File: config.mk
export PLATFORM = sky130hd
export DESIGN_NAME = program_loader_flat
export DESIGN_NICKNAME = d
export VERILOG_FILES = /design/src/rtl/program_loader_if.sv /design/src/rtl/program_loader.sv /design/src/flat_wrapper.sv
export SDC_FILE = /design/constraint.sdc
export NUM_CORES = 1
export LEC_CHECK = 0
export BUFFER_PORTS_ARGS = -buffer_cell sky130_fd_sc_hd__buf_2
export CAP_MARGIN = 25
export CELL_PAD_IN_SITES_DETAIL_PLACEMENT = 1
export CELL_PAD_IN_SITES_GLOBAL_PLACEMENT = 1
export CORE_ASPECT_RATIO = 0.7
export CORE_UTILIZATION = 50
export DETAILED_ROUTE_END_ITERATION = 10
export PLACE_DENSITY_LB_ADDON = 0.1
export SETUP_SLACK_MARGIN = 0.05
export SYNTH_ARGS = -nofsm -noshare
export SYNTH_HDL_FRONTEND = slang
export SYNTH_SLANG_ARGS = --single-unit
File: constraint.sdc
create_clock -name clk -period 8 [get_ports clk]
set_input_delay 0 -clock clk [delete_from_list [all_inputs] [get_ports clk]]
set_output_delay 0 -clock clk [all_outputs]
set_load 0.03 [all_outputs]
File: src/rtl/program_loader_if.sv
// Byte-stream input, memory write port and load status of the boot loader.
// The source side (stream producer / memory observer) uses the master modport;
// the loader itself uses the slave modport.
interface program_loader_if #(
  parameter int ADDR_W = 6
);
  logic [7:0]        in_data;
  logic              in_valid;
  logic              in_ready;
  logic [ADDR_W-1:0] mem_addr;
  logic [31:0]       mem_wdata;
  logic              mem_we;
  logic              cpu_run;
  logic              load_busy;
  logic              load_error;
  logic [ADDR_W:0]   words_loaded;

  modport master (
    output in_data, in_valid,
    input  in_ready, mem_addr, mem_wdata, mem_we,
    input  cpu_run, load_busy, load_error, words_loaded
  );

  modport slave (
    input  in_data, in_valid,
    output in_ready, mem_addr, mem_wdata, mem_we,
    output cpu_run, load_busy, load_error, words_loaded
  );
endinterface

File: src/rtl/program_loader.sv
// Boot loader: count byte, little-endian 32-bit words to memory from address 0, XOR checksum, then CPU release.
// Latency: 4th byte of a word accepted at edge k -> mem_we in the cycle after k; checksum at edge k -> cpu_run/load_error from k.
// Backpressure: in_ready low during the write cycle and after RUN/ERROR; an unaccepted byte must be held by the source.
module program_loader #(
  parameter int ADDR_W  = 6,
  parameter int TIMEOUT = 1024
) (
  input  logic             clk,
  input  logic             rst,
  program_loader_if.slave  bus
);

  typedef enum logic [2:0] {
    S_IDLE, S_RECV, S_WRITE, S_CHECK, S_RUN, S_ERROR
  } state_t;

  localparam int TW  = (TIMEOUT > 1) ? $clog2(TIMEOUT + 1) : 1;
  localparam int CAP = 1 << ADDR_W;

  state_t            state_q, state_d;
  logic [ADDR_W-1:0] last_q, last_d;     // address of the final word (N-1)
  logic [ADDR_W-1:0] addr_q, addr_d;     // address of the word being assembled
  logic [1:0]        idx_q, idx_d;       // byte lane of the next data byte
  logic [23:0]       word_q, word_d;     // lower three lanes; the 4th byte goes straight out
  logic [7:0]        xor_q, xor_d;
  logic [ADDR_W:0]   wl_q, wl_d;
  logic [TW-1:0]     to_q, to_d;
  logic [ADDR_W-1:0] maddr_q, maddr_d;
  logic [31:0]       mdata_q, mdata_d;
  logic              mwe_q, mwe_d;
  logic              accept;

  // in_ready is decoded from state but forced low while reset is held
  assign bus.in_ready = ~rst & ((state_q == S_IDLE) | (state_q == S_RECV) | (state_q == S_CHECK));
  assign accept       = bus.in_valid & bus.in_ready;

  assign bus.mem_addr     = maddr_q;
  assign bus.mem_wdata    = mdata_q;
  assign bus.mem_we       = mwe_q;
  assign bus.cpu_run      = (state_q == S_RUN);
  assign bus.load_error   = (state_q == S_ERROR);
  assign bus.load_busy    = (state_q == S_RECV) | (state_q == S_WRITE) | (state_q == S_CHECK);
  assign bus.words_loaded = wl_q;

  // Next-state, datapath and memory-port update
  always_comb begin
    state_d = state_q;
    last_d  = last_q;
    addr_d  = addr_q;
    idx_d   = idx_q;
    word_d  = word_q;
    xor_d   = xor_q;
    wl_d    = wl_q;
    to_d    = to_q;
    maddr_d = maddr_q;
    mdata_d = mdata_q;
    mwe_d   = 1'b0;

    case (state_q)
      S_IDLE: begin
        if (accept) begin
          xor_d  = bus.in_data;
          idx_d  = 2'd0;
          addr_d = '0;
          wl_d   = '0;
          to_d   = '0;
          // A count of zero means a full memory image
          last_d = (bus.in_data == 8'd0) ? {ADDR_W{1'b1}} : ADDR_W'(bus.in_data - 8'd1);
          // Counts beyond capacity are only possible for narrow address spaces
          state_d = (int'(bus.in_data) > CAP) ? S_ERROR : S_RECV;
        end
      end
      S_RECV: begin
        if (accept) begin
          xor_d = xor_q ^ bus.in_data;
          to_d  = '0;
          idx_d = idx_q + 2'd1;
          case (idx_q)
            2'd0: word_d[7:0]   = bus.in_data;
            2'd1: word_d[15:8]  = bus.in_data;
            2'd2: word_d[23:16] = bus.in_data;
            default: begin
              mwe_d   = 1'b1;
              maddr_d = addr_q;
              mdata_d = {bus.in_data, word_q};
              state_d = S_WRITE;
            end
          endcase
        end
      end
      S_WRITE: begin
        wl_d = wl_q + 1'b1;
        if (addr_q == last_q) begin
          state_d = S_CHECK;
        end else begin
          addr_d  = addr_q + 1'b1;
          to_d    = '0;
          state_d = S_RECV;
        end
      end
      S_CHECK: begin
        if (accept) begin
          to_d    = '0;
          state_d = (bus.in_data == xor_q) ? S_RUN : S_ERROR;
        end
      end
      S_RUN:   state_d = S_RUN;
      S_ERROR: state_d = S_ERROR;
      default: state_d = S_IDLE;
    endcase

    // Stall watchdog: only mid-frame waiting states count
    if ((TIMEOUT > 0) && !accept && ((state_q == S_RECV) || (state_q == S_CHECK))) begin
      if (to_q == TW'(TIMEOUT - 1)) begin
        state_d = S_ERROR;
      end else begin
        to_d = to_q + 1'b1;
      end
    end
  end

  // State and datapath registers
  always_ff @(posedge clk or posedge rst) begin
    if (rst) begin
      state_q <= S_IDLE;
      last_q  <= '0;
      addr_q  <= '0;
      idx_q   <= '0;
      word_q  <= '0;
      xor_q   <= '0;
      wl_q    <= '0;
      to_q    <= '0;
      maddr_q <= '0;
      mdata_q <= '0;
      mwe_q   <= 1'b0;
    end else begin
      state_q <= state_d;
      last_q  <= last_d;
      addr_q  <= addr_d;
      idx_q   <= idx_d;
      word_q  <= word_d;
      xor_q   <= xor_d;
      wl_q    <= wl_d;
      to_q    <= to_d;
      maddr_q <= maddr_d;
      mdata_q <= mdata_d;
      mwe_q   <= mwe_d;
    end
  end

endmodule
File: src/flat_wrapper.sv
// flat-port wrapper written by rule: the top's interface ports become plain ports
module program_loader_flat 
#(
  parameter int ADDR_W  = 6,
  parameter int TIMEOUT = 1024
)
  (clk, rst, bus_in_data, bus_in_valid, bus_in_ready, bus_mem_addr, bus_mem_wdata, bus_mem_we, bus_cpu_run, bus_load_busy, bus_load_error, bus_words_loaded);
  program_loader_if #(.ADDR_W(ADDR_W)) bus_i ();
  input  logic clk;
  input  logic rst;
  input wire logic [$bits(bus_i.in_data)-1:0] bus_in_data;
  input wire logic [$bits(bus_i.in_valid)-1:0] bus_in_valid;
  output wire logic [$bits(bus_i.in_ready)-1:0] bus_in_ready;
  output wire logic [$bits(bus_i.mem_addr)-1:0] bus_mem_addr;
  output wire logic [$bits(bus_i.mem_wdata)-1:0] bus_mem_wdata;
  output wire logic [$bits(bus_i.mem_we)-1:0] bus_mem_we;
  output wire logic [$bits(bus_i.cpu_run)-1:0] bus_cpu_run;
  output wire logic [$bits(bus_i.load_busy)-1:0] bus_load_busy;
  output wire logic [$bits(bus_i.load_error)-1:0] bus_load_error;
  output wire logic [$bits(bus_i.words_loaded)-1:0] bus_words_loaded;
  assign bus_i.in_data = bus_in_data;
  assign bus_i.in_valid = bus_in_valid;
  assign bus_in_ready = bus_i.in_ready;
  assign bus_mem_addr = bus_i.mem_addr;
  assign bus_mem_wdata = bus_i.mem_wdata;
  assign bus_mem_we = bus_i.mem_we;
  assign bus_cpu_run = bus_i.cpu_run;
  assign bus_load_busy = bus_i.load_busy;
  assign bus_load_error = bus_i.load_error;
  assign bus_words_loaded = bus_i.words_loaded;
  program_loader #(.ADDR_W(ADDR_W), .TIMEOUT(TIMEOUT)) u_core (.clk(clk), .rst(rst), .bus(bus_i));
endmodule
==> metrics.txt <==
vias per cell=5.722; count of maximum capacitance violations=0; Slew @ Worst Pin=0.8119 ns; syn nets=447; Hold Fails Final Rpt=0; area taken by flip-flops and latches=2653 sq um; f_max=0.3833 GHz; most frequent cells in the layout=dfrtp_1 (106), buf_2 (60), nand2_1 (34), mux2_4 (34), nor2_1 (32); TritonCTS clock tree=done; worst r2r src=u_core.state_q[1]$_DFF_PP0_; Final Cell Area=5748 sq um; GRT Total Usage=0.2478; Final setup viols=0; Fillers=1020; starting density of the core=0.5165; CP required=8.24 ns; Syn Area/Cell=11.76 sq um; I/O pin count=61; Synth Area in Compound Gates=0.09693; Initial DRC Count=148; grt total ovfl=0; Power per Cell Area=310.0 nW/um^2; pin count of the biggest net entering global routing=62; # clock sinks=106; Post-Synth XOR/XNOR Area=0.03663; final estimated routing congestion in global placement=0.8016; Synth cell types=55; fin crit period=2.609 ns; Area after DPL=5409 sq um; Die Wd=121.8 microns; Fin Clk Skew=0.007787 ns; min-delay worst type=in2reg; worst skew pair latency=0.35 ns; Hold Crit Start=bus_in_data[6]; hpwl dp=8156 microns; worst path arrival time=2.84 ns; Crit Path Class=reg2reg; initial antenna violation count=0; area of the mapped netlist=5021 sq um; Most used DFF post-synth=dfrtp_1; Rel. slew slack=0.4545; sequence of cells on the critical path=or4b_4 -> nor2_4 -> nand2_4 -> mux2_4; crit start category=flip-flop; status=completed; Tcrit/Tclk final=0.3261; die height=85.84 microns; Worst path slowest cell=or4b_4; via count=3536; Simple-Gate Fraction of Synth Area=0.1338; P_leak=2.903 nW; cells resized by post-CTS repair=0; worst hold margin=0.03320 ns; # diodes=0; EDFF count, synth=0; max incr delay on CP=0.62 ns; sequential share of the synthesized area=0.5283; CTS root buf=clkbuf_16; largest family of logic cells by synthesized area=multiplexers; aggregate routed wire length=11660 microns; worst vdd ir=155.2 uV; Max Buffers Root-to-Sink=2; clk slew on worst S/H paths=0.07 ns; RSZ-0062 raised after global routing=false; ratio of cells with drive above 1 in the final layout=0.2939; Cells after Synth=427; Crit Path Max Fanout=42; final net count=505; port bufs=60; CP startpoint=u_core.state_q[1]$_DFF_PP0_; core area=9722 sq um; first-pass GRT wire length=19560 microns; ys async rst share=1.000; H-Tree Depth=3; Layout Area Growth over Synthesis=14.48%; area of the die=10450 sq um; crit path capture type=flip-flop; mux contribution to synthesized area=0.1510; DR pass1 iterations=4; setup TNS=0 ns; Synth warnings=0; drc violations=0; Yosys reg bits=106; area occupied by multi-input gates=2213 sq um; TritonCTS Buffers=9; Cell Rows=30; post-route ant nets=0; Final Slew Violations=0; commonest non-fill, non-tap cell in the layout=dfrtp_1; vias in the first global route=3669; Post-Synth Adder-Cell Area=0.02243; wire per inst=18.87 microns
-- worst max-delay path: cells and delay by family (launching register included) --
family / cells / cell delay, ns
mux: 1 / 0.46
simple gates: 3 / 1.47
flops: 1 / 0.51
-- cells by family (layout without fill, tap and decap cells) --
family,Yosys count,in the layout
compound gates,76,76
xor+xnor,21,21
fa+ha+maj,9,9
buf+inv,29,92
flops,106,106
mux,56,56
simple gates,130,130
-- registers in the layout, summed over array words and instances (netlist names) --
signal,cells
u_core.state_q,3
u_core.xor_q,8
u_core.bus.words_loaded,7
u_core.addr_q,6
u_core.word_q,24
u_core.bus.mem_we,1
u_core.last_q,6
u_core.idx_q,2
u_core.to_q,11
u_core.bus.mem_wdata,32
u_core.bus.mem_addr,6
-- cell type report --
type,count,share of cell area
Timing Repair Buffer,66,0.06487
Inverter,10,0.006966
Clock inverter,7,0.01458
Tap cell,128,0.02786
Clock buffer,9,0.03918
Sequential cell,106,0.4615
Multi-Input combinational cell,292,0.3851
-- what timing repair did --
action,CTS,global route
setup buffers,0,0
hold buffers,3,0
endpoints found under the hold margin,23,0
-- layer usage --
metal  vias up  global-route usage  share of wire
li1       1644                   -              -
met1      1824              0.3573           0.49
met2        59              0.3816           0.47
met3         9             0.05652          0.030
met4         0             0.05387         0.0076
met5         -                   0              0
-- per-stage QoR --
stage	util	setup WS (ns)	cells	power, mW
floorplan	-	5.211	427	1.177
global placement	0.5535	5.463	598	1.301
detailed placement	0.5564	5.395	599	1.335
CTS	0.5912	5.373	618	1.802
global route	0.5912	5.269	618	1.876
finish	0.5912	5.391	618	1.782
-- cells in the mapped netlist (9+ instances only) --
library cell / number / area share
xor2_1: 14 / 0.024
nand2_1: 34 / 0.025
a311oi_1: 9 / 0.016
a21oi_1: 15 / 0.015
ha_1: 9 / 0.022
nor2_1: 32 / 0.024
mux2_4: 34 / 0.10
dfrtp_1: 106 / 0.53
o21ai_0: 29 / 0.029
nand3_1: 12 / 0.012
nor3_1: 11 / 0.011
mux2_2: 19 / 0.043
inv_1: 10 / 0.0075
-- report_power, final --
part	switching [mW]	leakage, nW	internal (mW)
clock	0.209	0.149	0.248
combinational	0.287	1.35	0.211
sequential	0.129	1.40	0.698
-- worst paths after layout --
check / end / slack [ns] / depth (start not counted)
max in group asynchronous: u_core.word_q[22]$_DFFE_PP0P_ / 6.84 / 5
worst max-delay path: u_core.bus.mem_addr[1]$_DFFE_PP0P_ / 5.39 / 4
worst min register to register: u_core.bus.words_loaded[6]$_DFFE_PP0P_ / 0.49 / 1
worst max register to register: u_core.bus.mem_addr[1]$_DFFE_PP0P_ / 5.39 / 4
min in group asynchronous: u_core.to_q[0]$_DFF_PP0_ / 0.18 / 3
worst min-delay path: u_core.xor_q[6]$_DFFE_PP0P_ / 0.03 / 2
Power figures use the tool's default switching activity.
